### config.mk
export PLATFORM = sky130hd
export DESIGN_NAME = mole_hit_judge
export DESIGN_NICKNAME = d
export VERILOG_FILES = /design/src/rtl/whack_pkg.sv /design/src/rtl/key_debounce.sv /design/src/rtl/mole_hit_judge.sv
export SDC_FILE = /design/constraint.sdc
export NUM_CORES = 1
export LEC_CHECK = 0
export BUFFER_PORTS_ARGS = -buffer_cell sky130_fd_sc_hd__clkbuf_2
export CAP_MARGIN = 20
export CORE_ASPECT_RATIO = 0.6
export CORE_MARGIN = 2
export CORE_UTILIZATION = 50
export CTS_BUF_LIST = sky130_fd_sc_hd__clkbuf_2
export DETAILED_ROUTE_END_ITERATION = 12
export GPL_TIMING_DRIVEN = 0
export PLACE_DENSITY = 0.75
export SYNTH_ARGS = -nofsm -noshare
export SYNTH_HDL_FRONTEND = slang
export SYNTH_SLANG_ARGS = --single-unit
### constraint.sdc
create_clock -name clk_50 -period 1.7 [get_ports clk_50]
set_input_delay 0.17 -clock clk_50 [delete_from_list [all_inputs] [get_ports clk_50]]
set_output_delay 0.17 -clock clk_50 [all_outputs]
set_load 0.05 [all_outputs]
### src/rtl/whack_pkg.sv
// rtl/whack_pkg.sv - shared types, constants and BCD helpers for the mole judge
package whack_pkg;

  localparam int N_HOLES_DEF = 8;

  typedef enum logic [1:0] {
    WAIT  = 2'd0,
    ARMED = 2'd1,
    HIT   = 2'd2,
    MISS  = 2'd3
  } judge_state_t;

  typedef logic [7:0] bcd2_t;

  localparam bcd2_t BCD_MAX = 8'h99;

  // Two-digit BCD increment that holds at 99 instead of wrapping.
  function automatic bcd2_t bcd_inc_sat(input bcd2_t v);
    bcd2_t r;
    if (v == BCD_MAX) begin
      r = v;
    end else if (v[3:0] == 4'd9) begin
      r = {v[7:4] + 4'd1, 4'd0};
    end else begin
      r = {v[7:4], v[3:0] + 4'd1};
    end
    return r;
  endfunction

endpackage

### src/rtl/key_debounce.sv
// rtl/key_debounce.sv - one key: 2-flop synchronizer, stability counter, debounced level and registered rise
module key_debounce #(
  parameter int DEB_CYCLES = 500000
) (
  input  logic clk_50,
  input  logic rst_n,
  input  logic key,
  output logic key_db,
  output logic rise
);

  localparam int CW = $clog2(DEB_CYCLES + 1);

  logic          sync1;
  logic          sync2;
  logic [CW-1:0] cnt;
  logic          key_db_d;

  // Bring the raw key into the clk_50 domain.
  always_ff @(posedge clk_50 or negedge rst_n) begin
    if (!rst_n) begin
      sync1 <= 1'b0;
      sync2 <= 1'b0;
    end else begin
      sync1 <= key;
      sync2 <= sync1;
    end
  end

  // Accept a new level only after it has differed from key_db for DEB_CYCLES straight cycles.
  always_ff @(posedge clk_50 or negedge rst_n) begin
    if (!rst_n) begin
      cnt    <= '0;
      key_db <= 1'b0;
    end else if (sync2 == key_db) begin
      cnt <= '0;
    end else if (cnt == CW'(DEB_CYCLES - 1)) begin
      cnt    <= '0;
      key_db <= sync2;
    end else begin
      cnt <= cnt + 1'b1;
    end
  end

  // Registered rising edge of the debounced level, one cycle after key_db rises.
  always_ff @(posedge clk_50 or negedge rst_n) begin
    if (!rst_n) begin
      key_db_d <= 1'b0;
      rise     <= 1'b0;
    end else begin
      key_db_d <= key_db;
      rise     <= key_db & ~key_db_d;
    end
  end

endmodule

### src/rtl/mole_hit_judge.sv
// rtl/mole_hit_judge.sv - debounces hole keys and judges one press per mole; MISS_COUNT_EN adds miss_bcd
import whack_pkg::*;

module mole_hit_judge #(
  parameter int N_HOLES    = N_HOLES_DEF,
  parameter int DEB_CYCLES = 500000
) (
  input  logic               clk_50,
  input  logic               rst_n,
  input  logic [N_HOLES-1:0] key,
  input  logic [N_HOLES-1:0] mole_pos,
  input  logic               mole_new,
  output logic               hit,
  output logic               hit_pulse,
  output bcd2_t              score_bcd
`ifdef MISS_COUNT_EN
  ,
  output bcd2_t              miss_bcd
`endif
);

  logic [N_HOLES-1:0] key_db;
  logic [N_HOLES-1:0] press;
  judge_state_t       state;
  judge_state_t       state_next;
  logic               do_hit;
  logic               do_miss;
  logic               do_withdraw;
  logic               pos_onehot;

  genvar gi;
  generate
    for (gi = 0; gi < N_HOLES; gi++) begin : g_key
      key_debounce #(
        .DEB_CYCLES(DEB_CYCLES)
      ) u_deb (
        .clk_50 (clk_50),
        .rst_n  (rst_n),
        .key    (key[gi]),
        .key_db (key_db[gi]),
        .rise   (press[gi])
      );
    end
  endgenerate

  assign pos_onehot = (mole_pos != '0) && ((mole_pos & (mole_pos - 1'b1)) == '0);

  // Judge state register.
  always_ff @(posedge clk_50 or negedge rst_n) begin
    if (!rst_n) begin
      state <= WAIT;
    end else begin
      state <= state_next;
    end
  end

  // Next state: a new mole always re-arms; only the first press while armed is judged.
  always_comb begin
    state_next  = state;
    do_hit      = 1'b0;
    do_miss     = 1'b0;
    do_withdraw = 1'b0;
    if (mole_new) begin
      state_next = ARMED;
    end else if (state == ARMED) begin
      if (press != '0) begin
        if (pos_onehot && (press == mole_pos)) begin
          state_next = HIT;
          do_hit     = 1'b1;
        end else begin
          state_next = MISS;
          do_miss    = 1'b1;
        end
      end else if (mole_pos == '0) begin
        state_next  = WAIT;
        do_withdraw = 1'b1;
      end
    end
  end

  // Score, hit pulse and the hit level that follows the held correct key.
  always_ff @(posedge clk_50 or negedge rst_n) begin
    if (!rst_n) begin
      hit_pulse <= 1'b0;
      hit       <= 1'b0;
      score_bcd <= 8'h00;
    end else begin
      hit_pulse <= do_hit;
      hit       <= (state == HIT) && |(key_db & mole_pos);
      if (do_hit) begin
        score_bcd <= bcd_inc_sat(score_bcd);
      end
    end
  end

`ifdef MISS_COUNT_EN
  // Wrong presses and unjudged withdrawals both count as misses.
  always_ff @(posedge clk_50 or negedge rst_n) begin
    if (!rst_n) begin
      miss_bcd <= 8'h00;
    end else if (do_miss || do_withdraw) begin
      miss_bcd <= bcd_inc_sat(miss_bcd);
    end
  end
`endif

endmodule

==> results of run 1 <==
==> cells in the final DEF (no fill, tap or decap), drive strengths merged, types with 10 or more instances in the layout <==
cell type / instances
dfrtp: 204
nor2: 191
buf: 88
clkbuf: 87
xor2: 79
xnor2: 69
nand2: 67
nand3: 47
nand4: 28
dlygate4sd3: 27
clkinv: 22
and3: 20
nor3: 20
inv: 17
and4: 15
nor4: 12
nor2b: 11
and2: 10
ha: 10
==> metal layers <==
metal / vias up / share of wire
met3: 49 / 0.046
li1: 3397 / -
met4: 0 / 0.022
met2: 153 / 0.42
met5: - / 0
met1: 3407 / 0.51
==> logic make-up (layout without fill, tap and decap cells) <==
logic type,after synthesis,after routing
buffers and inverters,33,242
and+or+nand+nor,463,463
AOI/OAI and AO/OA,28,28
xor gates and xnor gates,148,148
DFF,204,204
muxes,9,9
adders and majority gates,10,10
==> state kept, by name, indices dropped and copies added (netlist names) <==
name                  count
g_key.u_deb.key_db        8
g_key.u_deb.key_db_d      8
hit                       1
g_key.u_deb.rise          8
g_key.u_deb.cnt         152
state                     2
g_key.u_deb.sync2         8
g_key.u_deb.sync1         8
hit_pulse                 1
score_bcd                 8
==> power breakdown <==
group,internal [µW],switching [µW]
clock network,1150,1990
registers,4910,63.8
logic,263,294
==> stage by stage <==
step,total power [µW],std cells,setup WS [ns],util
finish,8675,1344,-0.1230,0.6505
global route,9107,1344,-0.2041,0.6505
global placement,5397,1163,-3.801,0.5397
floorplan,5223,895,-0.1452,-
detailed placement,5415,1164,-0.3110,0.5417
CTS,8658,1291,-0.1170,0.5987
==> repair_timing <==
| action | in CTS | in global routing |
|---|---|---|
| endpoints found under the setup margin | 136 | 134 |
| endpoints found under the hold margin | 111 | 3 |
| gates resized for setup | 60 | 122 |
| gates cloned | 1 | 2 |
| buffers inserted | 25 | 48 |
| pin swaps | 15 | 51 |
| hold buffers | 24 | 3 |
==> area by class of cell <==
cell class / count / area (µm²) / area share
inverter: 17 / 63.81 / 0.005387
sequential: 204 / 5119 / 0.4321
timing repair buffer: 132 / 1110 / 0.09369
clock inverter: 23 / 118.9 / 0.01003
multi-input combinational: 658 / 4712 / 0.3978
tap: 240 / 300.3 / 0.02535
clock buffer: 61 / 305.3 / 0.02577
buffer: 9 / 116.4 / 0.009824
==> worst min-delay path by stage <==
stage,start,to,slack [ns],depth (start not counted)
after CTS,key[2],g_key[2].u_deb.sync1$_DFF_PN0_,0.0006,2
final,key[0],g_key[0].u_deb.sync1$_DFF_PN0_,0.07,2
after global routing,key[0],g_key[0].u_deb.sync1$_DFF_PN0_,0.03,2
after detailed placement,key[6],g_key[6].u_deb.sync1$_DFF_PN0_,0.28,1
after floorplan,rst_n,g_key[0].u_deb.cnt[0]$_DFF_PN0_,-0.13,0
after global placement,key[5],g_key[5].u_deb.sync1$_DFF_PN0_,0.28,1
==> results_tabular.tex, run 1 <==
\begin{tabular}{lr}
\hline
Metric & Value \\
\hline
\multicolumn{2}{l}{\textbf{Logic synthesis}} \\
\quad Most area-consuming cells after synthesis & dfrtp\_1 (55\%), nor2\_1 (7.7\%), xor2\_1 (7.4\%) \\
\quad Top-area cell type share of the netlist area & 0.5459 \\
\quad Most common flop cell mapped by yosys & dfrtp\_1 \\
\quad Mapped Cells & 895 \\
\quad Adder and majority gate portion of the synthesized area & 0.01338 \\
\quad Unique cell type count in the Yosys netlist & between 50 and 60 \\
\quad Most common cell in the netlist & dfrtp\_1 \\
\quad Sequential element share of the synthesized area & 0.5459 \\
\quad Total number of yosys warnings & 0 \\
\quad Dominant combinational cell family by area after synthesis & simple AND/OR/NAND/NOR gates \\
\quad Library cell with the largest summed area after synthesis & dfrtp\_1 \\
\quad Most frequent cells after synthesis & dfrtp\_1 (204), nor2\_1 (191), xor2\_1 (79), xnor2\_1 (69), nand2\_1 (67) \\
\quad Synth Area in XOR/XNOR & 0.1386 \\
\quad Synthesized area divided by synthesized cell count & about 10 µm² \\
\quad Area share of and/or/nand/nor cells after synthesis & 0.2518 \\
\quad Share of async-settable or async-resettable flops after synthesis & 1.000 \\
\quad Count of flip-flops with a built-in enable after synthesis & 0 \\
\quad Flops \& latches, synth & roughly 200 \\
\quad Fraction of synthesized area in multiplexers & 0.01070 \\
\quad Mapped cell area & approximately 9400 µm² \\
\quad Compound-gate portion of the synthesized area & 0.02341 \\
\quad Nets in the synthesized netlist & just over 900 \\
\multicolumn{2}{l}{\textbf{Detailed routing}} \\
\quad Post-route antenna net violation count & 0 \\
\quad Vias per std cell & between 5 and 6 \\
\quad Total Routed Length & between 20,000 and 25,000 µm \\
\quad Initial drt markers & 444 \\
\quad Average wire per standard cell & $\sim$15 µm \\
\quad Detailed-route via count & roughly 7,000 \\
\quad Post-route DRC & 0 \\
\quad Number of detailed-routing iterations run before antenna repair & 5 \\
\multicolumn{2}{l}{\textbf{Floorplan}} \\
\quad Full die area & around 20,000 µm² \\
\quad Die Height & around 110 µm \\
\quad DIE WIDTH & around 180 µm \\
\quad Cell Rows & 38 \\
\quad Core outline area & 18,210 µm² \\
\quad Number of top-level pins & 29 \\
\quad Starting density of the core & 0.5135 \\
\multicolumn{2}{l}{\textbf{Clock tree}} \\
\quad Clock insertion delay at the later pin of the skew report & $\sim$0.8 ns \\
\quad Number of buffers inserted during clock tree synthesis & 48 \\
\quad CTS tree & done \\
\quad Clock Tree Buf Depth & 3 \\
\quad Root buffer cell & clkbuf\_2 \\
\quad CTS clock-pin slew for the worst setup and hold paths & 0.10 ns \\
\quad Clock sink count & about 200 \\
\quad H-tree lvl count & 2 \\
\multicolumn{2}{l}{\textbf{Place}} \\
\quad Port Buffers & 28 \\
\quad Placed cell area & slightly below 10,000 µm² \\
\quad Weighted congestion at the end of routability-driven global placement & a little over 0.8 \\
\quad Detailed Place HPWL & around 12,000 µm \\
\multicolumn{2}{l}{\textbf{Setup path}} \\
\quad Worst setup endpoint & score\_bcd[3]\$\_DFFE\_PN0P\_ \\
\quad Crit path kind & register to register \\
\quad Crit start category & register \\
\quad Arrival time of the worst setup path & between 2 and 2.5 ns \\
\quad R2R depth & 7 \\
\quad Origin of the critical flop-to-flop path & g\_key[6].u\_deb.rise\$\_DFF\_PN0\_ \\
\quad Data required time at the worst endpoint & about 2.3 ns \\
\quad Worst path slowest cell & or4\_4 \\
\quad Maximum fanout encountered on the critical timing path & 7 \\
\quad Critical path cell sequence & buf\_4, or4\_4, o21ai\_4, a211oi\_2, nand4\_4, nor4b\_1, a221o\_1 \\
\quad CP bufs+invs & 1 \\
\quad Launching instance or port of the critical path & g\_key[6].u\_deb.rise\$\_DFF\_PN0\_ \\
\quad Critical R2R Capture & score\_bcd[3]\$\_DFFE\_PN0P\_ \\
\quad CP endpoint kind & register \\
\quad R2R Setup Slk & -0.12 ns \\
\quad Largest delay contributor family on the critical path & simple AND/OR/NAND/NOR gates \\
\quad Total stage count of the critical path & 7 \\
\quad Stage delay of the slowest cell on the critical path & about 0.45 ns \\
\multicolumn{2}{l}{\textbf{Timing}} \\
\quad Slew at the pin closest to its max-slew limit & around 0.7 ns \\
\quad Worst Skew & 0.04528 ns \\
\quad Worst slew slack as a fraction of its limit & 0.5257 \\
\quad Count of final hold-check violations & 0 \\
\quad Shortest clock period the worst path allows after layout & 1.823 ns \\
\quad Worst hold slack after final layout & 0.06814 ns \\
\quad Setup TNS after final layout & -1.665 ns \\
\quad Final setup vio count & 27 \\
\quad Maximum clock rate & about 0.55 GHz \\
\quad RSZ-0062 raised after global routing & yes \\
\quad Period Utilization, post-route & 1.072 \\
\quad Smallest setup slack after layout & -0.1230 ns \\
\quad Final number of max-transition violations & 0 \\
\multicolumn{2}{l}{\textbf{Flow run}} \\
\quad Max-cap violations & 0 \\
\multicolumn{2}{l}{\textbf{Power}} \\
\quad Worst vdd ir & approximately 0.69 mV \\
\quad Leakage & roughly 0.0053 µW \\
\quad PwrDens & 732.3 nW/µm² \\
\multicolumn{2}{l}{\textbf{GRT}} \\
\quad Initial antenna violation count & 0 \\
\quad Wire length of the first global-routing pass & approximately 32,000 µm \\
\quad Global routing usage on met2 & 0.2778 \\
\quad Most utilized layer in the global route result & met1 \\
\quad GR met1 Demand/Resource & 0.3091 \\
\quad Overall Global Routing Usage & 0.1993 \\
\quad Maximum number of pins on one net before global-route repair & roughly 110 \\
\quad Total global routing overflow & 0 \\
\quad Via count of the first global-routing pass & $\sim$6,600 \\
\quad Met3 GRT Util & 0.04737 \\
\multicolumn{2}{l}{\textbf{Layout}} \\
\quad Antenna fix cells & 0 \\
\quad Proportion of layout cells with a drive suffix above 1 & 0.2880 \\
\quad Synthesis-to-layout area growth & 26.67\% \\
\quad Final Net Count & between 1,000 and 1,500 \\
\quad Summed area of non-filler cells in the final layout & about 12,000 µm² \\
\quad Count of filler cells inserted in the layout & 1,408 \\
\multicolumn{2}{l}{\textbf{Status}} \\
\quad Status & finished with violations \\
\quad Violated checks & negative setup slack \\
\multicolumn{2}{l}{\textbf{Hold path}} \\
\quad Worst hold path type & input port to register \\
\hline
\end{tabular}
Power figures use the tool's default switching activity.
==> run 2: changes to the inputs <==
--- a/config.mk
+++ b/config.mk
@@ -13,7 +13,7 @@
 export CTS_BUF_LIST = sky130_fd_sc_hd__clkbuf_2
 export DETAILED_ROUTE_END_ITERATION = 12
 export GPL_TIMING_DRIVEN = 0
-export PLACE_DENSITY = 0.75
+export PLACE_DENSITY = 0.67
 export SYNTH_ARGS = -nofsm -noshare
 export SYNTH_HDL_FRONTEND = slang
 export SYNTH_SLANG_ARGS = --single-unit
==> run 2 against run 1 <==
The run still ends with negative setup slack left. Routed wire length fell by 2.7%. First-iteration DRC count shrank 30%. Die area is the same. Clock skew is 0.023 ns lower. Sequential power about the same. Flip-flop and latch count unchanged. Count of clock-buffer cells in the layout is 6 higher. Critical endpoint unchanged. Largest cell class unchanged. Largest power group unchanged.
==> results_tabular.tex, run 2 (synthesized netlist as in run 1, its figures left out) <==
\begin{tabular}{lr}
\hline
Metric & Value \\
\hline
\multicolumn{2}{l}{\textbf{Status}} \\
\quad Status & finished with violations \\
\quad Violated checks & negative setup slack \\
\multicolumn{2}{l}{\textbf{Detailed routing}} \\
\quad Detailed-route via count & 6,804 \\
\quad Post-route antenna net violation count & 0 \\
\quad Vias per std cell & $\sim$5 \\
\quad Average wire per standard cell & 14.54 µm \\
\quad Number of detailed-routing iterations run before antenna repair & 4 \\
\quad Post-route DRC & 0 \\
\quad Total Routed Length & approximately 20,000 µm \\
\quad Initial drt markers & about 310 \\
\multicolumn{2}{l}{\textbf{Timing}} \\
\quad Worst slew slack as a fraction of its limit & 0.5228 \\
\quad Shortest clock period the worst path allows after layout & between 1.5 and 2 ns \\
\quad Smallest setup slack after layout & -0.1368 ns \\
\quad RSZ-0062 raised after global routing & yes \\
\quad Final number of max-transition violations & 0 \\
\quad Slew at the pin closest to its max-slew limit & 0.7158 ns \\
\quad Count of final hold-check violations & 0 \\
\quad Worst hold slack after final layout & between 0.07 and 0.08 ns \\
\quad Final setup vio count & 26 \\
\quad Setup TNS after final layout & -1.260 ns \\
\quad Worst Skew & $\sim$0.023 ns \\
\quad Period Utilization, post-route & 1.080 \\
\quad Maximum clock rate & approximately 0.54 GHz \\
\multicolumn{2}{l}{\textbf{Power}} \\
\quad Leakage & approximately 0.0054 µW \\
\quad Worst vdd ir & roughly 0.47 mV \\
\quad PwrDens & a little over 700 nW/µm² \\
\multicolumn{2}{l}{\textbf{Clock tree}} \\
\quad Clock Tree Buf Depth & 3 \\
\quad Clock insertion delay at the later pin of the skew report & 0.73 ns \\
\quad Number of buffers inserted during clock tree synthesis & between 40 and 50 \\
\quad CTS tree & done \\
\quad Root buffer cell & clkbuf\_2 \\
\quad Clock sink count & 204 \\
\quad H-tree lvl count & 2 \\
\quad CTS clock-pin slew for the worst setup and hold paths & roughly 0.11 ns \\
\multicolumn{2}{l}{\textbf{GRT}} \\
\quad Wire length of the first global-routing pass & around 31,000 µm \\
\quad Initial antenna violation count & 0 \\
\quad Maximum number of pins on one net before global-route repair & around 120 \\
\quad Via count of the first global-routing pass & around 6,400 \\
\quad Overall Global Routing Usage & 0.1938 \\
\quad Total global routing overflow & 0 \\
\multicolumn{2}{l}{\textbf{Setup path}} \\
\quad Critical R2R Capture & score\_bcd[3]\$\_DFFE\_PN0P\_ \\
\quad Crit start category & register \\
\quad Crit path kind & register to register \\
\quad Maximum fanout encountered on the critical timing path & 6 \\
\quad Origin of the critical flop-to-flop path & g\_key[0].u\_deb.rise\$\_DFF\_PN0\_ \\
\quad Data required time at the worst endpoint & roughly 2.3 ns \\
\quad Arrival time of the worst setup path & approximately 2.5 ns \\
\quad R2R Setup Slk & -0.14 ns \\
\quad R2R depth & 6 \\
\quad CP endpoint kind & register \\
\multicolumn{2}{l}{\textbf{Flow run}} \\
\quad Max-cap violations & 0 \\
\multicolumn{2}{l}{\textbf{Layout}} \\
\quad Number of flip-flops under the largest register name & about 150 \\
\quad Synthesis-to-layout area growth & 26.38\% \\
\quad Proportion of layout cells with a drive suffix above 1 & 0.3010 \\
\quad Layout Cells excl Fill & $\sim$1,400 \\
\quad Register with the highest flop count & g\_key.u\_deb.cnt \\
\quad Most frequent standard cell in the layout excluding fill and tap cells & dfrtp\_1 \\
\quad Top library cells by usage in the layout, fill and taps aside & dfrtp\_1 (187), nor2\_1 (170), clkbuf\_2 (89) \\
\quad Final Net Count & roughly 1,100 \\
\quad Final cell utilization of the core & 0.6490 \\
\quad Antenna fix cells & 0 \\
\multicolumn{2}{l}{\textbf{Hold path}} \\
\quad Worst hold path type & input port to asynchronous set/reset pin \\
\multicolumn{2}{l}{\textbf{Floorplan}} \\
\quad Die Height & about 110 µm \\
\quad Full die area & a little under 20,000 µm² \\
\quad Starting density of the core & 0.5135 \\
\quad Cell Rows & 38 \\
\quad DIE WIDTH & 180.6 µm \\
\quad Core outline area & $\sim$18,000 µm² \\
\quad Number of top-level pins & 29 \\
\multicolumn{2}{l}{\textbf{Place}} \\
\quad Number of placed instances with taps included & about 1,200 \\
\quad Worst slack at placement & -0.4279 ns \\
\quad Port Buffers & 28 \\
\quad Detailed Place HPWL & $\sim$12,000 µm \\
\quad Weighted congestion at the end of routability-driven global placement & approximately 0.8 \\
\hline
\end{tabular}
-- run 2: cell count changes in the layout (fill, tap and decap cells not counted), sizes merged --
cell | before | now
buf | 88 | 97
bufinv | 1 | 0
clkbuf | 87 | 97
clkinv | 22 | 17
dlygate4sd3 | 27 | 21
inv | 17 | 19
-- run 2: worst max path at each step --
stage,to,cells after the start,from
6_report,score_bcd[3]$_DFFE_PN0P_,6,g_key[0].u_deb.rise$_DFF_PN0_
5_1_grt,score_bcd[3]$_DFFE_PN0P_,6,g_key[0].u_deb.rise$_DFF_PN0_
4_1_cts,score_bcd[3]$_DFFE_PN0P_,6,g_key[3].u_deb.rise$_DFF_PN0_
3_5_place_dp,g_key[1].u_deb.cnt[14]$_DFF_PN0_,8,g_key[1].u_deb.cnt[0]$_DFF_PN0_
3_3_place_gp,score_bcd[1]$_DFFE_PN0P_,1,rst_n
2_1_floorplan,score_bcd[3]$_DFFE_PN0P_,8,score_bcd[5]$_DFFE_PN0P_
-- run 2: layout make-up --
class	instances	area, µm²
plain buffers	9	113.9
clock buffers	67	335.3
clock inverters	19	73.82
fillers	1460	6391
inverters	17	63.81
multi-input cells	658	4652
flip-flops and latches	204	5126
well taps	240	300.3
repair buffers	139	1154
-- run 2: worst max-delay path, stage by stage, from the launching register on --
cell and delay [ns]:
dfrtp_1 0.43, or4_4 0.58, o21ai_4 0.19, a211oi_2 0.08
nand4_4 0.13, nor4b_1 0.07, a221o_1 0.26
-- run 2: per-layer routing --
layer  GRT usage  share of wire  vias to the layer above
met2      0.2664           0.42                      110
met4     0.04954          0.011                        0
met1      0.3071           0.53                     3266
met3     0.04074          0.037                       26
li1            -              -                     3402
met5           0              0                        -
-- run 2: repair_timing --
item	CTS	global route
setup buffers	31	55
hold buffers	20	1
pin swaps	11	46
endpoints found under the setup margin	132	140
gates cloned	0	4
resized for setup	62	101
hold endpoints to repair	108	1
-- run 2: stage by stage --
step           instance area, µm²  total power [µW]
2_1_floorplan                9388              5223
3_5_place_dp                 9864              5415
3_3_place_gp                 9828              5402
6_report                    11820              8524
5_1_grt                     11820              8980
4_1_cts                     10900              8538
-- run 2: where the power goes --
group / leakage, µW / switching [µW] / total [µW] / internal (µW)
clock: 0.000318 / 1940 / 3010 / 1070
combinational: 0.00233 / 287 / 539 / 252
sequential: 0.00276 / 58.7 / 4970 / 4920
total: 0.00540 / 2290 / 8520 / 6240
